[config.mk]
export PLATFORM = sky130hd
export DESIGN_NAME = csa_add_sched
export DESIGN_NICKNAME = d
export VERILOG_FILES = /design/src/rtl/csa_add_sched.sv
export SDC_FILE = /design/constraint.sdc
export NUM_CORES = 1
export LEC_CHECK = 0
export BUFFER_PORTS_ARGS = -buffer_cell sky130_fd_sc_hd__buf_2
export CAP_MARGIN = 0
export CORE_UTILIZATION = 31
export DETAILED_ROUTE_END_ITERATION = 7
export GPL_TIMING_DRIVEN = 0
export PLACE_DENSITY = 0.55
export SLEW_MARGIN = 10
export SYNTH_ARGS = -nofsm -noshare
export SYNTH_HDL_FRONTEND = slang
export SYNTH_SLANG_ARGS = --single-unit
[constraint.sdc]
create_clock -name clk -period 1.9 [get_ports clk]
set_input_delay 0.095 -clock clk [delete_from_list [all_inputs] [get_ports clk]]
set_output_delay 0.095 -clock clk [all_outputs]
set_load 0.005 [all_outputs]
[src/rtl/csa_add_sched.sv]
// Byte-serial scheduler sharing one external 8-bit carry-select adder between two requesters.
// Optional two's-complement overflow output enabled by defining CSA_SCHED_OVF_EN.
module csa_add_sched #(
   parameter int NBYTES = 4
) (
   input  logic                clk,
   input  logic                rst_n,
   input  logic                in0_valid,
   output logic                in0_ready,
   input  logic [8*NBYTES-1:0] in0_a,
   input  logic [8*NBYTES-1:0] in0_b,
   input  logic                in0_cin,
   input  logic                in1_valid,
   output logic                in1_ready,
   input  logic [8*NBYTES-1:0] in1_a,
   input  logic [8*NBYTES-1:0] in1_b,
   input  logic                in1_cin,
   output logic                rsp_valid,
   input  logic                rsp_ready,
   output logic                rsp_id,
   output logic [8*NBYTES-1:0] rsp_sum,
   output logic                rsp_cout,
   output logic [7:0]          add_a,
   output logic [7:0]          add_b,
   output logic                add_cin,
   input  logic [7:0]          add_sum,
   input  logic                add_cout,
   output logic                busy
`ifdef CSA_SCHED_OVF_EN
   ,
   output logic                rsp_ovf
`endif
);

   localparam int W  = 8 * NBYTES;
   localparam int IW = (NBYTES > 1) ? $clog2(NBYTES) : 1;
   localparam logic [IW-1:0] LAST_IDX = IW'(NBYTES - 1);

   localparam logic [1:0] S_IDLE = 2'd0;
   localparam logic [1:0] S_RUN  = 2'd1;
   localparam logic [1:0] S_DONE = 2'd2;

   logic [1:0]    state_q, state_d;
   logic [IW-1:0] idx_q, idx_d;
   logic [W-1:0]  a_q, a_d;
   logic [W-1:0]  b_q, b_d;
   logic [W-1:0]  sum_q, sum_d;
   logic          carry_q, carry_d;
   logic          cout_q, cout_d;
   logic          id_q, id_d;
   logic          prio_q, prio_d;   // requester preferred when both are valid
   logic          grant0, grant1;

   // Readies are forced low while reset is asserted so they match the other reset values.
   always_comb begin
      grant0 = 1'b0;
      grant1 = 1'b0;
      if (rst_n && state_q == S_IDLE) begin
         if (in0_valid && (!in1_valid || !prio_q)) grant0 = 1'b1;
         else if (in1_valid)                       grant1 = 1'b1;
      end
   end

   assign in0_ready = grant0;
   assign in1_ready = grant1;

   always_comb begin
      // NOTE: every variable gets a default first so no path through the case infers a latch.
      state_d = state_q;
      idx_d   = idx_q;
      a_d     = a_q;
      b_d     = b_q;
      sum_d   = sum_q;
      carry_d = carry_q;
      cout_d  = cout_q;
      id_d    = id_q;
      prio_d  = prio_q;
      case (state_q)
         S_IDLE: begin
            if (grant0 || grant1) begin
               a_d     = grant1 ? in1_a : in0_a;
               b_d     = grant1 ? in1_b : in0_b;
               carry_d = grant1 ? in1_cin : in0_cin;
               id_d    = grant1;
               idx_d   = '0;
               state_d = S_RUN;
            end
         end
         S_RUN: begin
            sum_d[int'(idx_q)*8 +: 8] = add_sum;
            carry_d = add_cout;
            idx_d   = idx_q + IW'(1);
            if (idx_q == LAST_IDX) begin
               cout_d  = add_cout;
               state_d = S_DONE;
            end
         end
         S_DONE: begin
            if (rsp_ready) begin
               prio_d  = ~id_q;
               state_d = S_IDLE;
            end
         end
         default: state_d = S_IDLE;
      endcase
   end

   // NOTE: sequential state uses non-blocking assignments so all flops update together at the edge.
   always_ff @(posedge clk or negedge rst_n) begin
      if (!rst_n) begin
         state_q <= S_IDLE;
         idx_q   <= '0;
         a_q     <= '0;
         b_q     <= '0;
         sum_q   <= '0;
         carry_q <= 1'b0;
         cout_q  <= 1'b0;
         id_q    <= 1'b0;
         prio_q  <= 1'b0;
      end else begin
         state_q <= state_d;
         idx_q   <= idx_d;
         a_q     <= a_d;
         b_q     <= b_d;
         sum_q   <= sum_d;
         carry_q <= carry_d;
         cout_q  <= cout_d;
         id_q    <= id_d;
         prio_q  <= prio_d;
      end
   end

   // Carry into the adder comes only from carry_q, never straight from add_cout.
   assign add_a   = (state_q == S_RUN) ? a_q[int'(idx_q)*8 +: 8] : 8'h00;
   assign add_b   = (state_q == S_RUN) ? b_q[int'(idx_q)*8 +: 8] : 8'h00;
   assign add_cin = (state_q == S_RUN) ? carry_q : 1'b0;

   assign rsp_valid = (state_q == S_DONE);
   assign rsp_id    = id_q;
   assign rsp_sum   = sum_q;
   assign rsp_cout  = cout_q;
   assign busy      = (state_q != S_IDLE);

`ifdef CSA_SCHED_OVF_EN
   assign rsp_ovf = (a_q[W-1] == b_q[W-1]) && (sum_q[W-1] != a_q[W-1]);
`endif

endmodule

# Yosys cells after proc, flatten, opt, wreduce, memory -nomap -nowiden
# Cells that the tools add are included.
# op_classes
n_shift	4
addsub	2
eq_ne	6
bitwise	1
reduce_logical	14
n_mux	20
# op_table
cell	count
$mux W32	2
$shiftx A32 B6 Y8	2
$neg A5 Y33	1
$shift A8 B33 Y32 const A	1
$shiftx A8 B33 Y32	1
$bwmux W32	1
$mux W8	2
$mux W1	8
$mux W2	4
$reduce_and A2 Y1	4
$pmux W2 S3	1
$eq A2 B2 Y1 const B	2
$ne A2 B1 Y1 const B	2
$pmux W2 S2	1
$reduce_bool A2 Y1	2
$reduce_and A3 Y1	1
$add A2 B1 Y2 const B	1
$eq A2 B1 Y1 const B	1
$logic_and A1 B1 Y1	2
$logic_not A1 Y1	2
$logic_not A2 Y1	1
$logic_or A1 B1 Y1	2
$ne A2 B2 Y1 const B	1
$pmux W1 S2	1
$not A1 Y1	1
# word_totals
in_bits	144
elab_cells	56
output_inout_bits	55
reg_bits	104

# Longest topological paths before layout
# Gate-level depths: netlist of the first run.
# depth
ltp_word	8
ltp_mapped	8
depth_no_buf	5

# Worst setup path before layout of the first run
# No wires, ideal clock.
# synth_timing
kind	register to register
from	register idx_q[1]
to	register sum_q[24] (netlist: rsp_sum[24])
period_less_slack_ps	1761
arrival_ps	1640
setup_slack_ps	139
path_buffers	3
t_required_ps	1779
path_stages_with_launch	8
setup_time_ps	121
path_cell_list	dfrtp_1 -> buf_2 -> buf_2 -> inv_1 -> ha_1 -> and4b_1 -> buf_2 -> a22o_1
# synth_between
elab_chain_len	3
word_cells_on_any_way	4
cone_classes	add/sub (1); shift (2); mux (1)
# synth_lines
item	line	text
start: declaration	44	logic [IW-1:0] idx_q, idx_d;
start signal: assignment	122	idx_q <= idx_d;
$neg A5 Y33 (*)	90	sum_d[int'(idx_q)*8 +: 8] = add_sum;
$shiftx A8 B33 Y32 / $shift A8 B33 Y32 (equally long branches)	90	
$bwmux W32 (*)	90	
end signal: assignment	125	sum_q <= sum_d;
end: declaration	47	logic [W-1:0] sum_q, sum_d;
# Every way passes the cells marked *; elsewhere a longest branch is shown, timed or not.
# A chain may end at the register's enable or synchronous reset.

# Worst setup path in the final report of the first run
# layout_timing
from	register idx_q[0]
to	output port add_a[5]
# layout_between
elab_chain_len	2
# layout_lines
item	line	text
$shiftx A32 B6 Y8	134	assign add_a = (state_q == S_RUN) ? a_q[int'(idx_q)*8 +: 8] : 8'h00;
$mux W8	134	
end: declaration	23	output logic [7:0] add_a,
# Every way passes these cells.

==> results of run 1 <==
==> synth_stat cells, types with 7 or more instances <==
| cell | number |
|---|---|
| dfrtp_1 | 104 |
| nand2_1 | 87 |
| mux2i_1 | 65 |
| o21ai_1 | 39 |
| o21ai_0 | 38 |
| a22o_1 | 24 |
| and2_1 | 17 |
| mux4_2 | 16 |
| buf_6 | 8 |
| clkbuf_1 | 8 |
| buf_2 | 7 |
==> sequential cells by signal, summed over array words and instances, names as in the netlist <==
name	count
rsp_id	1
b_q	32
prio_q	1
idx_q	2
rsp_cout	1
a_q	32
rsp_sum	32
carry_q	1
state_q	2
==> metal layers <==
layer,up-vias,wire length (µm)
li1,2045,-
met1,1988,6390
met2,160,7277
met3,4,898
met4,0,91
met5,-,0
==> final timing paths <==
check,start,to,slack (ns)
setup reg to reg,idx_q[1],rsp_sum[28],0.13
hold reg to reg,a_q[9],a_q[9],0.48
min in group clk,in0_b[11],b_q[11],0.01
max in group asynchronous,rst_n,b_q[13],1.55
hold / removal,rst_n,state_q[1],-0.30
setup / recovery,idx_q[0],add_a[5],0.06
==> power breakdown <==
part	internal, mW	total, mW	switching, mW
clock network	1.01	1.84	0.835
logic	2.18	4.22	2.05
registers	3.15	3.70	0.549
==> through the flow <==
step	setup slack, ns	cell area, µm²	cells	hold WS, ns
after detailed placement	-0.3466	6400	866	0.09587
after floorplan	0.1393	5105	451	-0.2006
after global placement	-1.468	6366	865	0.3189
after global routing	-0.002831	6849	890	-0.2574
final	0.05862	6849	890	-0.2953
after CTS	0.002292	6807	887	-0.2913
==> what timing repair did <==
action / 4_1_cts / 5_1_grt
hold endpoints to repair: 59 / 54
setup buffers: 1 / 3
gates resized for setup: 18 / 8
gates cloned: 0 / 0
endpoints found under the setup margin: 48 / 35
==> cells in the final DEF (no fill, tap or decap), types with 9 or more instances in the layout <==
cell type and instances:
buf_2 200, dfrtp_1 103, nand2_1 87, mux2i_1 65
o21ai_1 39, o21ai_0 38, a22o_1 24, mux4_2 16
and2_1 14, buf_6 10, clkbuf_16 9
==> final cells by class <==
cell class | instances | area share (%)
buffer | 31 | 4.421
inverter | 5 | 0.2740
multi-input combinational | 311 | 32.97
clock inverter | 4 | 0.4932
sequential | 104 | 38.02
timing repair buffer | 207 | 15.98
tap | 216 | 3.946
clock buffer | 12 | 3.891
==> worst reg2reg max path: stages (launching register included) <==
cell,delay [ns]
dfrtp_1,0.39
buf_6,0.13
buf_8,0.14
inv_1,0.07
ha_2,0.37
and4b_1,0.19
buf_2,0.17
a22o_1,0.19
==> cell families after synthesis <==
group | after synthesis
multiplexers | 82
AND/OR/NAND/NOR | 117
AO/OA/AOI/OAI | 108
buffers and inverters | 36
flip-flops | 104
adder cells (fa/ha/maj) | 4
==> flow_summary.ini, run 1 <==
[cells_and_area]
final_layout_size_suffix_gt1_share_pct = 40.36
multiInputGateArea_um2 = 2258
syn2layout_area_growth_pct = 34.17
regArea_um2 = 2604
fin_util_pct = 42.81
fill_cells = 1629
layout.nets = 817
antenna_cells = 0

[critical_path]
end_kind = primary output
crit_buf_inv = 2
worstPathRequired_ns = 1.80
cp.depth = 4
reg2reg_depth = 7
crit_type = flop to primary output
critPathSlowestCell = mux4_2
cp_cell_sequence = buf_12 > mux4_2 > and2_4 > buf_2
critical-path-top-delay-family = multiplexers
max_stage_delay_ns = 0.50
cp_max_fo = 10
startpoint_type = flop
arrival_ns = 1.75

[global_route]
met2_usage_pct = 30.88
use_met3_pct = 4.264
grt_busiest_layer = met2
grt_overflow = 0
track_usage_pct = 17.91
grt_pass1_vias = 4302
grtUsageMet1_pct = 22.12
grt_pass1_wl_um = 22560
grt_max_degree = 57
grt_antenna_before_repair = 0

[pwr]
vdd_drop_max_v = 0.0005621
leakage_nw = 3.667
cellPowerDensity_nw_per_um2 = 1427
finalPower_mw = 9.771

[flow_run]
cap_viol_max_count = 0

[clock_network]
cts_root_buffer = clkbuf_16
tritoncts = done
cts.sinks = 104
cts_buffer_depth = 2
cts_made_buffers = 9
hold_buffers = 4
path_clk_slew_ns = 0.07
insertion_delay_ns = 0.35
htreeDepth = 3

[place]
dp_hpwl_um = 11170
gp_congestion = 0.7889
io_buffers = 198

[routing]
ant_nets = 0
first_pass_iters = 4
drc_errors = 0
dr.first_iter.drc_count = 133
routed_wl_um = 14660
num_vias = 4197
vias_per_cell = 4.716
wl_per_cell_um = 16.47

[yosys]
synth_cell_type_count = 31
ys_warn_count = 0
synth_top_family_by_area = multiplexers
synthSimpleGateAreaFrac_pct = 10.05
synth_area_leaders = dfrtp_1, mux2i_1, mux4_2
synth-main-ff-cell = dfrtp_1
synthAdderAreaFrac_pct = 0.9804
synth_edf_count = 0
synth.avg_cell_area_um2 = 11.32
ys_seq_elements = 104
async_flop_share_pct = 100.0
syn_area_um2 = 5105
seq_area_frac_synth_pct = 50.98
syn-num-nets = 599
synth.mux.area_fraction_pct = 20.02
synth_xor_area_share_pct = 0
synth_compound_area_share_pct = 12.79
synth_top_area_share_pct = 50.98
synth_top_cell_by_area = dfrtp_1
syn-instance-count = 451

[floorplan]
core_area_um2 = 16000
initial_utilization_pct = 31.90
die_x_um = 130.3
die_y_um = 130.3
die_area_um2 = 16980
rows = 46
io-pin-count = 199

[worst_hold_path]
min_path_type = input pin to asynchronous set/reset pin

[timing]
timing.final.hold_violations = 54
post-route-period-util_pct = 96.91
finalClockSkew_ns = 0.01204
tightest_slew_ns = 0.5594
fin_tns_setup_ns = 0
setup_viol = 0
whs_ns = -0.2953
max_freq_mhz = 543.1
maxSlewHeadroom_pct = 62.71
maxSlewViolCount = 0
period_minus_slack_ns = 1.841

[run_status]
violations = negative hold slack
outcome = finished with violations
(Power assumes the default switching activity.)
==> inputs of run 2 (changes only) <==
--- a/config.mk
+++ b/config.mk
@@ -10,2 +10,3 @@
 export CORE_UTILIZATION = 31
+export CTS_BUF_LIST = sky130_fd_sc_hd__clkbuf_8
 export DETAILED_ROUTE_END_ITERATION = 7
==> constraint.sdc (replaced) <==
create_clock -name clk -period 1.9 [get_ports clk]
set_input_delay 0.19 -clock clk [delete_from_list [all_inputs] [get_ports clk]]
set_output_delay 0.19 -clock clk [all_outputs]
set_load 0.005 [all_outputs]
==> run 2 against run 1 <==
The flow finishes with violations (negative hold slack, negative setup slack). First-iteration DRC count rose by 22%. Highest routed layer unchanged. Sequential share of layout area shrank 0.065 points. Clock-buffer cell count unchanged. Core utilization is 0.094 points higher. Global-route usage about the same. Largest power group unchanged. Wire length grew 0.12%. Combinational power rose by 11%.
==> flow_summary.ini, run 2 (synthesized netlist as in run 1, its figures left out) <==
[routing]
vias_per_cell = 4.744
wl_per_cell_um = 16.51
drc_errors = 0
routed_wl_um = 14680
ant_nets = 0
first_pass_iters = 4
num_vias = 4217
dr.first_iter.drc_count = 162

[run_status]
outcome = finished with violations
violations = negative hold slack, negative setup slack

[critical_path]
end_kind = primary output
r2r-end = rsp_sum[6]
critical-path-top-delay-family = multiplexers
reg2reg_depth = 7
worstPathRequired_ns = 1.71
crit_buf_inv = 2
max_stage_delay_ns = 0.48
critPathSlowestCell = mux4_2
cp_cell_sequence = buf_12 > mux4_2 > and2_1 > buf_2
cp.depth = 4
cp_max_fo = 10
startpoint_type = flop
reg2reg_from = idx_q[1]
cp-endpoint = add_b[1]
crit_type = flop to primary output
arrival_ns = 1.79
reg2reg_slack_ns = 0.10
crit_start = idx_q[0]

[clock_network]
hold_buffers = 1
path_clk_slew_ns = 0.10
tritoncts = done
cts_made_buffers = 9
insertion_delay_ns = 0.39
cts_root_buffer = clkbuf_8
cts_buffer_depth = 2
cts.sinks = 104
htreeDepth = 3

[timing]
rsz0062_at_grt = true
whs_ns = -0.2440
fin_tns_setup_ns = -0.7666
finalClockSkew_ns = 0.01546
tightest_slew_ns = 0.5548
max_freq_mhz = 503.9
timing.final.hold_violations = 54
maxSlewHeadroom_pct = 63.02
period_minus_slack_ns = 1.985
post-route-period-util_pct = 104.5
maxSlewViolCount = 0
setup_viol = 16
fin_ws_ns = -0.08466

[floorplan]
die_x_um = 130.3
initial_utilization_pct = 31.90
die_y_um = 130.3
io-pin-count = 199
rows = 46
die_area_um2 = 16980
core_area_um2 = 16000

[cells_and_area]
fin_util_pct = 42.90
final_common_cell = buf_2
antenna_cells = 0
fin_cells = 889
fill_cells = 1640
layout.nets = 816
syn2layout_area_growth_pct = 34.46
final_layout_size_suffix_gt1_share_pct = 42.50
final_cell_mix = buf_2, dfrtp_1, nand2_1, mux2i_1, o21ai_1

[pwr]
finalPower_mw = 9.756
vdd_drop_max_v = 0.0004612
cellPowerDensity_nw_per_um2 = 1421
leakage_nw = 3.649

[global_route]
grt_overflow = 0
grt_max_degree = 57
grt_pass1_wl_um = 22540
track_usage_pct = 17.91
grt_pass1_vias = 4292
grt_antenna_before_repair = 0

[place]
place_inst = 866
dp_hpwl_um = 11170
io_buffers = 198
gp_congestion = 0.7889

[flow_run]
cap_viol_max_count = 0

[worst_hold_path]
min_path_type = input pin to asynchronous set/reset pin
[run 2: cell type report]
class	count	area (µm²)	share of cell area, %
Tap cell	216	270.3	3.937
Clock inverter	4	33.78	0.4922
Buffer	31	299.0	4.357
Inverter	5	18.77	0.2734
Sequential cell	104	2605	37.95
Multi-Input combinational cell	311	2298	33.49
Timing Repair Buffer	206	1174	17.10
Clock buffer	12	165.2	2.406
[run 2: stage by stage]
step / area (µm²) / setup WS (ns)
floorplan: 5105 / 0.1393
global placement: 6366 / -1.563
detailed placement: 6400 / -0.3466
CTS: 6703 / -0.1455
global route: 6864 / -0.1679
finish: 6864 / -0.08466
[run 2: how the worst min path moves through the flow]
stage / startpoint / to / slack (ns) / cells past startpoint
6_report: rst_n / rsp_id / -0.24 / 1
3_5_place_dp: rst_n / rsp_sum[6] / 0.19 / 1
5_1_grt: rst_n / rsp_id / -0.22 / 1
3_3_place_gp: rsp_ready / prio_q / 0.41 / 2
2_1_floorplan: rst_n / a_q[0] / -0.11 / 0
4_1_cts: rst_n / rsp_cout / -0.25 / 1
[run 2: where the power goes]
part           internal (mW)  switching, mW  total [mW]  leakage, nW
Sequential              3.15          0.533        3.68         1.33
Combinational           2.54           2.15        4.69         2.22
Clock                  0.596          0.787        1.38       0.0996
[run 2: timing repair]
| item | in CTS | in global routing |
|---|---|---|
| hold endpoints to repair | 56 | 54 |
| setup buffers | 3 | 3 |
| endpoints found under the setup margin | 48 | 48 |
| resized for setup | 21 | 31 |
[run 2: layer usage]
layer	wire [µm]	share of wire, %	vias up	GRT usage (%)
li1	-	-	2038	-
met1	6311	43	2009	22.04
met2	7226	49	159	30.60
met3	993	6.8	11	5.248
met4	145	0.99	0	4.651
met5	0	0	-	0
==> inputs of run 3 (changes only) <==
HOLD_SLACK_MARGIN = 0.1   (was default)
==> run 3 against run 2 <==
Global-route usage grew 2.4 points. Sequential power hardly changed. Wire length is 13% higher. The run still ends with negative hold slack, negative setup slack left. Critical path type unchanged.
==> flow_summary.ini, run 3 (synthesized netlist as in run 1, its figures left out) <==
[critical_path]
startpoint_type = flop
worstPathRequired_ns = 1.71
crit_type = flop to primary output
end_kind = primary output
cp_max_fo = 10
arrival_ns = 1.79

[floorplan]
io-pin-count = 199
rows = 46
die_x_um = 130.3
die_area_um2 = 16980
core_area_um2 = 16000
die_y_um = 130.3
initial_utilization_pct = 31.90

[timing]
max_freq_mhz = 504.7
finalClockSkew_ns = 0.01496
maxSlewViolCount = 0
whs_ns = -0.2456
timing.final.hold_violations = 54
fin_ws_ns = -0.08132
setup_viol = 16
rsz0062_at_grt = true
period_minus_slack_ns = 1.981
fin_tns_setup_ns = -0.8281
maxSlewHeadroom_pct = 61.97
tightest_slew_ns = 0.5704
post-route-period-util_pct = 104.3

[routing]
routed_wl_um = 16640
vias_per_cell = 4.733
num_vias = 4733
ant_nets = 0
dr.first_iter.drc_count = 164
wl_per_cell_um = 16.64
drc_errors = 0
first_pass_iters = 4

[place]
dp_hpwl_um = 11170
dpl_worst_slack_ns = -0.3466
io_buffers = 198
place_inst = 866
dpl_cell_area_um2 = 6400
gp_congestion = 0.7889

[global_route]
grt_pass1_wl_um = 25540
grt_pass1_vias = 4983
track_usage_pct = 20.26
grt_overflow = 0
grt_max_degree = 57
grt_antenna_before_repair = 0

[flow_run]
cap_viol_max_count = 0

[clock_network]
htreeDepth = 3
tritoncts = done
cts_buffer_depth = 2
path_clk_slew_ns = 0.10
cts_made_buffers = 9
insertion_delay_ns = 0.39
cts.sinks = 104
hold_buffers = 111
cts_root_buffer = clkbuf_8

[pwr]
p_comb_share_pct = 49.6
p_int_mw = 6.506
leakage_nw = 4.144
switching_power_mw = 3.566
p_sw_share_pct = 35.40
finalPower_mw = 10.07
cellPowerDensity_nw_per_um2 = 1257
clkPwrFrac_pct = 13.8
vdd_drop_max_v = 0.0004686
seqPwrFrac_pct = 36.6

[worst_hold_path]
min_path_type = input pin to asynchronous set/reset pin

[cells_and_area]
fin_cells = 1000
fin_area_um2 = 8015
antenna_cells = 0
syn2layout_area_growth_pct = 57.01
final_common_cell = buf_2
final_cell_mix = buf_2, dlygate4sd3_1, dfrtp_1, nand2_1, mux2i_1
layout.nets = 927
final_layout_size_suffix_gt1_share_pct = 37.12

[run_status]
violations = negative hold slack, negative setup slack
outcome = finished with violations
[run 3: path summary, 6_finish.rpt]
path                            from        to  slack (ns)  depth (start not counted)
setup / recovery            idx_q[0]  add_a[5]       -0.08                          4
hold / removal                 rst_n    rsp_id       -0.25                          1
setup reg to reg              prio_q   b_q[24]        0.10                          5
hold reg to reg              b_q[30]   b_q[30]        0.49                          2
max in group asynchronous      rst_n   b_q[14]        1.52                          2
min in group clk           in1_b[21]   b_q[21]        0.11                          3
[run 3: routing by layer]
metal  wire length (µm)  GRT usage [%]  part of all wire, %  up-vias
li1                   -              -                    -     2260
met1               6766          23.66                   41     2258
met2               8432          35.79                   51      191
met3               1189          5.740                  7.1       24
met4                254          6.361                  1.5        0
met5                  0              0                    0        -
[run 3: critical path, cell delays in order (launching register included)]
cell,delay (ns)
dfrtp_2,0.43
buf_12,0.17
mux4_2,0.50
and2_4,0.19
buf_6,0.11
[run 3: through the flow]
step	hold WS (ns)	utilization, %
floorplan	-0.1056	-
detailed placement	0.1909	40.00
CTS	-0.2455	48.77
global route	-0.2245	50.09
global placement	0.4139	39.79
finish	-0.2456	50.09
[run 3: repair_timing]
item,in CTS,in global routing
hold endpoints to repair,141,54
setup buffers,3,4
pin swaps,0,1
setup endpoints to repair,48,58
resized for setup,21,44
[run 3: cell type report]
type                            count  area [µm²]
Clock buffer                       12       165.2
Clock inverter                      4       33.78
Multi-Input combinational cell    311        2311
Tap cell                          216       270.3
Timing Repair Buffer              317        2293
Inverter                            5       18.77
Sequential cell                   104        2606
Fill cell                        1498        7985
Buffer                             31       316.6
[run 3: power groups by stage]
stage / clock network [mW] / registers, mW / logic [mW]
after CTS: 1.45 / 3.68 / 4.48
after global placement: 0 / 3.68 / 3.93
after global routing: 1.52 / 3.80 / 5.49
final: 1.39 / 3.69 / 4.99
after detailed placement: 0 / 3.73 / 4.02
after floorplan: 0 / 3.58 / 2.59
